--- src/rtl/hack_scanline_fetcher.sv ---
// Scanline fetcher: bursts one Hack screen row per VGA line into a ping-pong
// line buffer and serialises the previously fetched row as a 1-bit pixel stream.
module hack_scanline_fetcher #(
   parameter logic [19:0] SCREEN_BASE     = 20'd16384,
   parameter int unsigned WORDS_PER_LINE  = 32,
   parameter int unsigned ROWS            = 256,
   parameter int unsigned H_OFFSET        = 64,
   parameter int unsigned V_OFFSET        = 112,
   parameter int unsigned MAX_OUTSTANDING = 4
) (
   input  logic        clk50,
   input  logic        reset,
   input  logic        pix_en,
   input  logic        line_start,
   input  logic        frame_start,
   input  logic [9:0]  vga_x,
   input  logic [9:0]  vga_y,
   output logic        mem_req,
   output logic [19:0] mem_addr,
   input  logic        mem_ready,
   input  logic        mem_rsp_valid,
   input  logic [15:0] mem_rsp_data,
   output logic        pixel,
   output logic        busy,
   output logic        underrun
);

   localparam int unsigned AW      = 20;
   localparam int unsigned DW      = 16;
   localparam int unsigned CW      = 11;
   localparam int unsigned JW      = $clog2(WORDS_PER_LINE);
   localparam int unsigned IW      = JW + 1;
   localparam int unsigned OW      = $clog2(MAX_OUTSTANDING + 1);
   localparam int unsigned RW      = $clog2(ROWS);
   localparam int unsigned LINE_PX = WORDS_PER_LINE * DW;

   typedef enum logic [1:0] {IDLE, REQ, DRAIN} state_t;

   state_t          state_q, state_d;
   logic [IW-1:0]   i_q, i_d;
   logic [JW-1:0]   j_q, j_d;
   logic [OW-1:0]   out_q, out_d;
   logic [RW-1:0]   row_q, row_d, pend_row_q, pend_row_d;
   logic            pend_q, pend_d;
   logic            front_sel_q, front_sel_d, front_v_q, front_v_d, back_v_q, back_v_d;
   logic            underrun_d, mem_req_d, pixel_d, busy_d;
   logic [AW-1:0]   mem_addr_d;
   logic            hs, rsp, launch_ok, start, buf_we;
   logic [CW-1:0]   n, h;
   logic [DW-1:0]   front_word;

   logic [DW-1:0]   line_buf [2][WORDS_PER_LINE];

   assign hs        = mem_req & mem_ready;
   assign rsp       = mem_rsp_valid && (state_q != IDLE) && (out_q != '0);
   assign n         = CW'({1'b0, vga_y}) + CW'(1) - CW'(V_OFFSET);
   assign launch_ok = line_start && !n[CW-1] && (n < CW'(ROWS));
   assign h         = CW'({1'b0, vga_x}) - CW'(H_OFFSET);
   assign front_word = line_buf[front_sel_q][h[JW+3:4]];

   // Next-state, buffer bookkeeping and registered-output values
   always_comb begin
      state_d     = state_q;
      i_d         = i_q + IW'(hs);
      j_d         = j_q + JW'(rsp);
      out_d       = out_q + OW'(hs) - OW'(rsp);
      row_d       = row_q;
      pend_d      = pend_q;
      pend_row_d  = pend_row_q;
      front_sel_d = front_sel_q;
      front_v_d   = front_v_q;
      back_v_d    = back_v_q;
      underrun_d  = underrun;
      mem_addr_d  = mem_addr;
      pixel_d     = pixel;
      buf_we      = 1'b0;
      start       = 1'b0;

      // frame_start wins; a coincident line_start only contributes its launch
      if (frame_start) begin
         front_v_d  = 1'b0;
         back_v_d   = 1'b0;
         underrun_d = 1'b0;
         pend_d     = 1'b0;
      end else if (line_start) begin
         if (back_v_q) begin
            front_sel_d = ~front_sel_q;
            front_v_d   = 1'b1;
            back_v_d    = 1'b0;
         end else begin
            front_v_d = 1'b0;
         end
      end
      if (launch_ok) begin
         pend_d     = 1'b1;
         pend_row_d = n[RW-1:0];
      end

      unique case (state_q)
         IDLE: start = pend_d;
         REQ: begin
            if (frame_start || line_start) begin
               state_d = DRAIN;
               if (!frame_start) underrun_d = 1'b1;
            end else if (rsp) begin
               buf_we = 1'b1;
               if (j_q == JW'(WORDS_PER_LINE - 1)) begin
                  back_v_d = 1'b1;
                  state_d  = IDLE;
               end
            end
         end
         DRAIN: begin
            if (out_q == '0) begin
               if (pend_d) start = 1'b1;
               else        state_d = IDLE;
            end
         end
         default: state_d = IDLE;
      endcase

      if (start) begin
         state_d = REQ;
         row_d   = pend_row_d;
         pend_d  = 1'b0;
         i_d     = '0;
         j_d     = '0;
      end

      mem_req_d = (state_d == REQ) && (i_d < IW'(WORDS_PER_LINE)) &&
                  (out_d < OW'(MAX_OUTSTANDING));
      if (mem_req_d)
         mem_addr_d = SCREEN_BASE + (AW'(row_d) << JW) + AW'(i_d);

      busy_d = (state_d != IDLE);

      if (pix_en)
         pixel_d = (h < CW'(LINE_PX)) && front_v_q && front_word[h[3:0]];
   end

   // State and output registers
   always_ff @(posedge clk50) begin
      if (reset) begin
         state_q     <= IDLE;
         i_q         <= '0;
         j_q         <= '0;
         out_q       <= '0;
         row_q       <= '0;
         pend_q      <= 1'b0;
         pend_row_q  <= '0;
         front_sel_q <= 1'b0;
         front_v_q   <= 1'b0;
         back_v_q    <= 1'b0;
         underrun    <= 1'b0;
         mem_req     <= 1'b0;
         mem_addr    <= '0;
         pixel       <= 1'b0;
         busy        <= 1'b0;
      end else begin
         state_q     <= state_d;
         i_q         <= i_d;
         j_q         <= j_d;
         out_q       <= out_d;
         row_q       <= row_d;
         pend_q      <= pend_d;
         pend_row_q  <= pend_row_d;
         front_sel_q <= front_sel_d;
         front_v_q   <= front_v_d;
         back_v_q    <= back_v_d;
         underrun    <= underrun_d;
         mem_req     <= mem_req_d;
         mem_addr    <= mem_addr_d;
         pixel       <= pixel_d;
         busy        <= busy_d;
      end
   end

   // Back buffer write port; validity is tracked separately so no reset needed
   always_ff @(posedge clk50) begin
      if (buf_we) line_buf[~front_sel_q][j_q] <= mem_rsp_data;
   end

endmodule

--- config.mk ---
export PLATFORM = sky130hd
export DESIGN_NAME = hack_scanline_fetcher
export DESIGN_NICKNAME = d
export VERILOG_FILES = /design/src/rtl/hack_scanline_fetcher.sv
export SDC_FILE = /design/constraint.sdc
export NUM_CORES = 1
export LEC_CHECK = 0
export CAP_MARGIN = 20
export CORE_MARGIN = 1
export CORE_UTILIZATION = 51
export DETAILED_ROUTE_END_ITERATION = 10
export PLACE_DENSITY_LB_ADDON = 0.3
export SYNTH_ARGS = -nofsm -noshare
export SYNTH_HDL_FRONTEND = slang
export SYNTH_SLANG_ARGS = --single-unit
--- constraint.sdc ---
create_clock -name clk50 -period 4.25 [get_ports clk50]
set_input_delay 0.6375 -clock clk50 [delete_from_list [all_inputs] [get_ports clk50]]
set_output_delay 0.6375 -clock clk50 [all_outputs]
set_load 0.05 [all_outputs]
## After elaboration in Yosys (flattened, before gate mapping)

Memories as Yosys holds them, arrays and structs flattened. A register that Yosys moved wholly into a read port is not among the register bits.
Cells that the tools add are included.

- Output and inout port bits: 24
- Bits in writable memories: 1024
- Logic and storage cells: 101
- Bits of input ports: 43
- Flip-flop bits (word level): 60
- Memories kept: 1

- Multiplexer cells: 40
- Reductions and logical operators: 19
- Bitwise logic cells: 5
- Equality and inequality tests: 4
- Order comparisons: 8
- Add/subtract/negate cells: 9

Memory list:

| memory | words | width | rd ports | clocked after memory_dff | wr ports | line | RTL |
|---|---|---|---|---|---|---|---|
| line_buf | 2 | 512 | 1 | 1 | 1 | 52 | `logic [DW-1:0] line_buf [2][WORDS_PER_LINE];` |

Operator list:

| kind | count |
|---|---|
| 512-bit 2-to-1 mux | 1 |
| 16-bit binary-select mux with 5-bit select | 1 |
| 16-bit demux with 5-bit select | 1 |
| 16-bit 2-to-1 mux | 3 |
| 1-bit 2-to-1 mux | 22 |
| 16-bit by 6-bit adder with 17-bit output | 1 |
| 15-bit by 13-bit adder with 16-bit output, first input constant | 1 |
| 8-bit 2-to-1 mux | 2 |
| 6-bit greater-or-equal comparator, second input constant | 2 |
| 2-bit 2-to-1 mux | 6 |
| 5-bit inverter with 6-bit output | 2 |
| 10-bit by 1-bit adder with 11-bit output, second input constant | 1 |
| 11-bit by 10-bit < comparator with 1-bit output, second input constant | 1 |
| 11-bit by 9-bit < comparator with 1-bit output, second input constant | 1 |
| 10-bit by 7-bit subtractor with 11-bit output, second input constant | 1 |
| 11-bit by 7-bit subtractor with 11-bit output, second input constant | 1 |
| 1-bit logical AND | 9 |
| 6-bit by 1-bit adder with 6-bit output | 1 |
| 6-bit by 1-bit < comparator with 1-bit output, second input constant | 1 |
| 6-bit < comparator, second input constant | 1 |
| 6-bit 2-to-1 mux | 1 |
| 2-bit case mux with 3 select lines | 1 |
| 5-bit by 1-bit adder with 5-bit output | 1 |
| 5-bit == test, second input constant | 1 |
| 18 further kinds | 22 |

## Longest topological paths before layout

Gate-level depths: netlist (run 1).

- Depth after elaboration: 13
- Depth in mapped cells: 15
- Gate-level depth less buffers: 13

## Worst setup path before layout (run 1)

Ideal clock, no wire load.

- Path type: input port to flip-flop
- Start point: in vga_y[0]
- End point: reg mem_addr[13]
- Setup time: 0.071 ns
- Stages on the path: 13
- Data arrival time: 3.540 ns
- Path slack: 0.640 ns
- Path through: ha_1 > a31oi_1 > o2111a_1 > a211oi_2 > clkbuf_1 > a21oi_1 > a21oi_1 > ha_1 > ha_1 > inv_1 > or3_1 > or4_1 > a21oi_1

- Elaborated cells between the ends (all ways): 23
- Those cells by class: 4 x add/sub; 2 x order compare; 1 x eq/ne; 11 x mux; 5 x reduce/logical

RTL lines:

| element | line | RTL |
|---|---|---|
| start, declared | 17 | `input logic [9:0] vga_y,` |
| 10-bit by 1-bit adder with 11-bit output * | 56 | `assign n = CW'({1'b0, vga_y}) + CW'(1) - CW'(V_OFFSET);` |
| 11-bit by 7-bit subtractor with 11-bit output * | 56 |  |
| branches (longest 7 deep; another with 11-bit by 9-bit < comparator with 1-bit output) | n/a |  |
| 8-bit 2-to-1 mux * | 122 | `if (start) begin` |
| net row_d[0] | 43 | `logic [RW-1:0] row_q, row_d, pend_row_q, pend_row_d;` |
| 15-bit by 13-bit adder with 16-bit output * | 133 | `mem_addr_d = SCREEN_BASE + (AW'(row_d) << JW) + AW'(i_d);` |
| 16-bit by 6-bit adder with 17-bit output * | 133 |  |
| end signal, assigned | 172 | `mem_addr <= mem_addr_d;` |
| end, declared | 19 | `output logic [19:0] mem_addr,` |

Mark *: on every way through the listed nets, which the timed path passes.
A chain may end at the register's enable or synchronous reset.

## Worst setup path after layout (run 1)

- Start point: in vga_y[1]
- End point: reg mem_addr[13]

- Elaborated cells between the ends (all ways): 23
- Those cells by class: 4 x add/sub; 2 x order compare; 1 x eq/ne; 11 x mux; 5 x reduce/logical

RTL lines:

| element | line | RTL |
|---|---|---|
| 10-bit by 1-bit adder with 11-bit output * | 56 |  |
| 11-bit by 7-bit subtractor with 11-bit output * | 56 |  |
| branches (longest 2 deep; another with 11-bit by 9-bit < comparator with 1-bit output) | n/a |  |
| 1-bit logical AND * | 57 | `assign launch_ok = line_start && !n[CW-1] && (n < CW'(ROWS));` |
| 1-bit 2-to-1 mux | 94 | `if (launch_ok) begin` |
| 1-bit 2-to-1 mux | 115 | `if (pend_d) start = 1'b1;` |
| 1-bit 2-to-1 mux | 114 | `if (out_q == '0) begin` |
| 1-bit case mux with 2 select lines | 99 | `unique case (state_q)` |
| 8-bit 2-to-1 mux * | 122 |  |
| net row_d[0] | 43 |  |
| 15-bit by 13-bit adder with 16-bit output * | 133 |  |
| 16-bit by 6-bit adder with 17-bit output * | 133 |  |

Marks and branches as above.

==> metrics.md, run 1 <==
| Metric | Value |
|---|---|
| Area grow syn2layout | `14.72%` |
| Worst Tran Pin Value | `0.8811 ns` |
| Violated checks | `DRC` |
| CTS tree | `yes` |
| Final Cell Area | `47,960 um^2` |
| Final nets | `2,341` |
| Drc violations | `8` |
| Hold Vio Cnt, Final | `0` |
| Met2 usage | `0.4023` |
| Root Buffer | `clkbuf_16` |
| GP Congestion | `0.8875` |
| CTS sink cnt | `1,080` |
| Hold-fix buffers at CTS | `0` |
| Post-synth top cells | `edfxtp_1, mux4_2, nor2_1, a22oi_1, mux2i_1` |
| CP Data Required Time | `4.83 ns` |
| Number of H-tree levels | `3` |
| Synthesis Warnings | `0` |
| Pwr dens | `452.9 nW/um^2` |
| RSZ-0062 raised after global routing | `false` |
| Starting Density | `0.5174` |
| Die Area | `83,130 um^2` |
| Top_reg_cell synth | `edfxtp_1` |
| Async SR Flop Fraction | `0` |
| Area leader, netlist | `edfxtp_1` |
| Global route hottest layer | `met2` |
| Post-synth top area share | `0.7354` |
| # rows | `104` |
| Clock period minus worst slack | `3.637 ns` |
| GRT Util Overall | `0.2507` |
| R2R depth | `9` |
| WS Path Type | `input pin to register` |
| EDFF count, synth | `1,024` |
| Main area contributors after synthesis | `edfxtp_1, mux4_2, dfxtp_1` |
| Ports | `67` |
| Leak | `15.20 nW` |
| Hold Startpoint | `mem_rsp_data[11]` |
| Critical path launch point type | `input pin` |
| Fillers | `5,665` |
| Via count | `21,746` |
| Met1 usage | `0.3525` |
| CTS resizes | `0` |
| Largest net degree at the start of global routing | `65` |
| Initial DRC Count | `2,455` |
| DRT Pass-1 Iters | `10` |
| Top-count cell post-synth | `edfxtp_1` |
| Number of global-route vias before repair | `21,811` |
| R2R Setup Slk | `0.75 ns` |
| CTS Buf Count | `104` |
| Final setup vio count | `0` |
| Min Hold Slack | `0.3434 ns` |
| Peak Freq | `0.2749 GHz` |
| Worst Setup End Kind | `register` |
| Layout Skew | `0.04517 ns` |
| Hold Path Stages | `1` |
| Yosys reg bits | `1,080` |
| Post-DP HPWL | `62.14 mm` |
| Port Buffers | `61` |
| Layout cells sized above 1 | `0.2513` |
| Initial antenna violation count | `6` |
| Setup Buffers After CTS | `0` |
| Max-cap viol count | `0` |
| Unique masters post-synth | `66` |
| Type of the tightest min-delay check | `input pin to register` |
| Global Route met3 Usage | `0.04621` |
| Chip Width | `288.3 um` |
| Maximum clock path buffer count | `3` |
| Via density | `6.342` |
| Post-synthesis sequential area ratio | `0.7622` |
| First-pass GRT wire length | `148.5 mm` |
| Tcrit/Tclk final | `0.8558` |
| Critical path arrival | `4.22 ns` |
| Max Transition Viols Final | `0` |
| Slew HR | `0.4107` |
| Detailed Route WL | `102.1 mm` |
| Clk_lat worst skew | `0.68 ns` |
| Run status | `finished, violations left` |
| Syn_area_per_cell | `20.12 um^2` |
| Clock-pin slew of the registers on the worst-case setup and hold paths | `0.06 ns` |
| Die Y | `288.3 um` |
| Setup TNS | `0 ns` |
| CP startpoint | `vga_y[1]` |
| Crit path max fanout | `14` |
| Total core area | `80,810 um^2` |
| Remaining antenna violation count | `0` |
| Peak supply drop | `313.6 uV` |
| GRT Residual Overflow | `0` |
| Routed WL per cell | `29.78 um` |
| Synthesized area | `41,810 um^2` |
| Post-Synthesis Cells | `2,078` |
| Cell Area, Placed | `44,440 um^2` |
-- cell families after synthesis --
group / synth area share
other cells: 0.00008969
buf+inv: 0.01290
compound gates: 0.03702
mux: 0.1450
fa+ha+maj: 0.003471
simple gates: 0.03525
xor+xnor: 0.003980
flops: 0.7622
-- where the power goes --
part           internal (mW)  switching, mW
combinational          0.311          0.690
sequential              11.6        0.00998
clock                   5.24           3.83
-- layout by cell type (no fill, tap or decap), types with 10 or more instances in the layout --
cell type	count
edfxtp_1	1024
mux4_2	237
buf_4	138
nor2_1	120
clkbuf_16	106
a22oi_1	68
mux2i_1	67
nand2_1	63
dfxtp_1	55
clkdlybuf4s50_1	42
nand3_1	31
a21oi_1	31
a211oi_1	25
o22ai_1	23
clkinv_2	21
clkbuf_1	21
buf_2	16
o21ai_0	15
nand4_1	15
buf_12	15
clkinv_1	13
nor3_1	12
xor2_1	11
nor2_2	11
inv_1	10
bufinv_16	10
-- stage by stage --
stage	util	std cells	worst slack [ns]	power, mW
3_3_place_gp	0.5500	3233	0.01804	12.83
4_1_cts	0.5914	3420	0.6462	21.80
2_1_floorplan	-	2082	0.6396	12.35
5_1_grt	0.5935	3428	0.3439	22.26
3_5_place_dp	0.5500	3233	-0.03316	12.85
6_report	0.5936	3429	0.6128	21.72
-- registers in the layout, indices dropped and copies added, names as in the netlist, named ones only --
name,cells
j_q,5
underrun,1
busy,1
row_q,8
out_q,3
front_v_q,1
back_v_q,1
front_sel_q,1
state_q,2
pend_row_q,8
mem_addr,15
pend_q,1
mem_req,1
pixel,1
line_buf,1024
i_q,6
-- worst max-delay path, cell delays in order --
cell and delay (ns):
clkdlybuf4s50_1 0.53, ha_1 0.26, a31oi_1 0.13, nor4b_1 0.50, a211oi_2 0.16, buf_4 0.21, nor2_1 0.10, a21oi_1 0.06
a21oi_1 0.20, ha_1 0.20, ha_1 0.18, inv_1 0.08, or3_1 0.35, or4_1 0.47, a21oi_1 0.15
-- path summary, 6_finish.rpt --
path | end
min | line_buf[0][395]$_DFFE_PP_
min reg2reg | mem_addr[7]$_SDFFE_PP0P_
max reg2reg | pixel$_SDFFE_PP0P_
max | mem_addr[13]$_SDFFE_PP0P_
-- metal layers --
metal | wire, um | vias up
li1 | - | 9018
met1 | 39930 | 11368
met2 | 49390 | 1149
met3 | 9467 | 207
met4 | 3290 | 4
met5 | 22 | -
-- area by class of cell --
type / instances / area (um^2) / share of cell area
clock buffers: 131 / 2786 / 0.05809
clock inverters: 56 / 558.0 / 0.01163
multi-input cells: 876 / 9468 / 0.1974
inverters: 10 / 37.54 / 0.0007826
diodes: 1 / 2.502 / 0.00005217
repair buffers: 215 / 1912 / 0.03986
flip-flops and latches: 1080 / 31870 / 0.6645
well taps: 1060 / 1326 / 0.02765
(Power assumes the default switching activity.)
==> inputs of run 2 (changes only) <==
CTS_BUF_LIST = sky130_fd_sc_hd__clkbuf_4   (was unset)
==> metrics.md, run 2 (synthesized netlist as in run 1, its figures left out) <==
| Metric | Value |
|---|---|
| Run status | `finished, violations left` |
| Violated checks | `DRC` |
| Tcrit/Tclk final | `0.8175 (-0.03829)` |
| Layout Skew | `0.06631 ns (+0.02114 ns)` |
| Remaining antenna violation count | `0 (unchanged)` |
| Post-DP HPWL | `62.14 mm (unchanged)` |
| Largest registers | `line_buf x1024, mem_addr x15` |
| Die Y | `288.3 um (unchanged)` |
| GRT Util Overall | `0.2560 (+0.005316)` |
| Ports | `67 (unchanged)` |
| Final nets | `2,534 (+8.2%)` |
| Number of global-route vias before repair | `23,330 (+7.0%)` |
| Root Buffer | `clkbuf_4` |
| Net Sw Frac | `0.2199 (+0.01152)` |
| Peak supply drop | `190.9 uV (-39%)` |
| Routed WL per cell | `27.81 um (-6.6%)` |
| CTS sink cnt | `1,080 (unchanged)` |
| Drc violations | `8 (unchanged)` |
| Placed insts | `3,233 (unchanged)` |
| Detailed Route WL | `103.4 mm (+1.2%)` |
| CP Data Required Time | `5.27 ns (+0.44 ns)` |
| Final Cell Area | `48,070 um^2 (+0.23%)` |
| First-pass GRT wire length | `151.7 mm (+2.2%)` |
| Maximum clock path buffer count | `4 (+1)` |
| Chip Width | `288.3 um (unchanged)` |
| Comb power frac | `0.048 (+0.002)` |
| Reg with most FFs | `line_buf` |
| Critical path arrival | `4.50 ns (+0.28 ns)` |
| Final setup vio count | `0 (unchanged)` |
| Port Buffers | `61 (unchanged)` |
| Hold Vio Cnt, Final | `0 (unchanged)` |
| Max incr delay on CP | `0.66 ns (+0.13 ns)` |
| Worst Setup End Kind | `register` |
| Starting Density | `0.5174 (unchanged)` |
| WS Path Type | `register to register` |
| CTS tree | `yes` |
| Number of H-tree levels | `5 (+2)` |
| Initial antenna violation count | `6 (unchanged)` |
| Critical Path, Cell by Cell | `buf_12 -> nand3b_1 -> buf_4 -> o22ai_1 -> a211oi_1 -> a221oi_1 -> nand4_1 -> nand4_1 -> nand2_1 -> o211ai_1` |
| Die Area | `83,130 um^2 (unchanged)` |
| Initial DRC Count | `2,566 (+4.5%)` |
| Setup Buffers After CTS | `0 (unchanged)` |
| Final design utilization | `0.5949 (+0.001363)` |
| P_sw | `4.656 mW (+2.9%)` |
| CP max-delay cell | `dfxtp_4` |
| Largest register FFs | `1,024 (unchanged)` |
| Critical path launch point type | `register` |
| Via count | `22,737 (+4.6%)` |
| Delay-heaviest family, CP | `compound AO/OA/AOI/OAI gates` |
| Crit path top cell by count | `nand4_1` |
| P_int | `16.52 mW (-3.9%)` |
| R2R depth | `10 (+1)` |
| Layout cells sized above 1 | `0.3262 (+0.07491)` |
| Sum of buffers and inverters on the critical path | `2 (-1)` |
| CTS resizes | `0 (unchanged)` |
| Clk_lat worst skew | `1.10 ns (+0.42 ns)` |
| Clock period minus worst slack | `3.474 ns (-0.1627 ns)` |
| Max-cap viol count | `0 (unchanged)` |
| Sequential power share | `0.550 (+0.013)` |
| Commonest cells after routing, fill and taps aside | `edfxtp_1, clkbuf_4, mux4_2` |
| Slew HR | `0.4081 (-0.002668)` |
| Hold Path Stages | `1 (unchanged)` |
| Type of the tightest min-delay check | `input pin to register` |
| DRT Pass-1 Iters | `9 (-1)` |
| GP Congestion | `0.8875 (unchanged)` |
| Largest net degree at the start of global routing | `65 (unchanged)` |
| CTS Buf Count | `288 (+180%)` |
| Max Transition Viols Final | `0 (unchanged)` |
| RSZ-0062 raised after global routing | `false` |
| Via density | `6.117 (-3.5%)` |
| Clk pwr share | `0.402 (-0.015)` |
| Total core area | `80,810 um^2 (unchanged)` |
| Worst Tran Pin Value | `0.8851 ns (+0.003990 ns)` |
| Crit path max fanout | `47 (+33)` |
| Pwr dens | `440.5 nW/um^2 (-2.7%)` |
| GRT Residual Overflow | `0 (unchanged)` |
| Area grow syn2layout | `14.98%` |
| Peak Freq | `0.2878 GHz (+4.7%)` |
| Commonest non-fill, non-tap cell in the layout | `edfxtp_1` |
| Clock-pin slew of the registers on the worst-case setup and hold paths | `0.06 ns (about the same)` |
| Non-Filler Instances | `3,717 (+8.4%)` |
| Levels on crit path | `10 (-5)` |
| # rows | `104 (unchanged)` |
| Leak | `15.64 nW (+2.9%)` |
| Cell Area, Placed | `44,440 um^2 (unchanged)` |
==> run 2: layer usage <==
metal	up-vias	global-route usage	routed length, um
li1	9599	-	-
met1	11718	0.3484	40160
met2	1216	0.4024	49890
met3	200	0.06564	10310
met4	4	0.09431	2996
met5	-	0	23
==> run 2: power by group through the flow <==
stage / logic [mW] / registers, mW / clock network [mW]
finish: 1.01 / 11.7 / 8.51
floorplan: 0.431 / 11.9 / 0
detailed placement: 0.965 / 11.9 / 0
global route: 1.05 / 11.7 / 9.25
global placement: 0.944 / 11.9 / 0
CTS: 0.969 / 11.7 / 8.71
==> run 2: final timing paths <==
kind,slack [ns],startpoint,end
setup / recovery,0.78,register,pixel$_SDFFE_PP0P_
hold / removal,0.12,mem_rsp_data[2],line_buf[0][258]$_DFFE_PP_
setup reg to reg,0.78,register,pixel$_SDFFE_PP0P_
hold reg to reg,0.46,mem_addr[7]$_SDFFE_PP0P_,mem_addr[7]$_SDFFE_PP0P_
==> run 2: final cells by class <==
| type | instances | area (um^2) |
|---|---|---|
| multi-input combinational | 876 | 9468 |
| clock inverter | 57 | 299.0 |
| timing repair buffer | 224 | 2002 |
| fill | 5815 | 32730 |
| antenna | 2 | 5.005 |
| tap | 1060 | 1326 |
| inverter | 10 | 37.54 |
| sequential | 1080 | 31870 |
| clock buffer | 408 | 3063 |
==> run 2: per-stage QoR <==
step	hold WS [ns]	power (mW)	TNS [ns]	setup WS [ns]
6_report	0.1181	21.18	0	0.7755
4_1_cts	0.005184	21.34	0	0.7710
3_5_place_dp	0.4481	12.85	-0.03316	-0.03316
5_1_grt	0.04688	21.96	0	0.4925
3_3_place_gp	0.4436	12.83	0	0.01804
2_1_floorplan	0.4461	12.35	0	0.6396
==> run 2: timing repair <==
item,4_1_cts,5_1_grt
setup endpoints to repair,0,0
hold buffers,3,6
hold endpoints to repair,34,57
==> run 2: worst reg2reg max path: stages, from the launching register on <==
cell,delay [ns]
dfxtp_4,0.66
buf_12,0.41
nand3b_1,0.49
buf_4,0.38
o22ai_1,0.20
a211oi_1,0.09
a221oi_1,0.64
nand4_1,0.18
nand4_1,0.14
nand2_1,0.07
o211ai_1,0.16
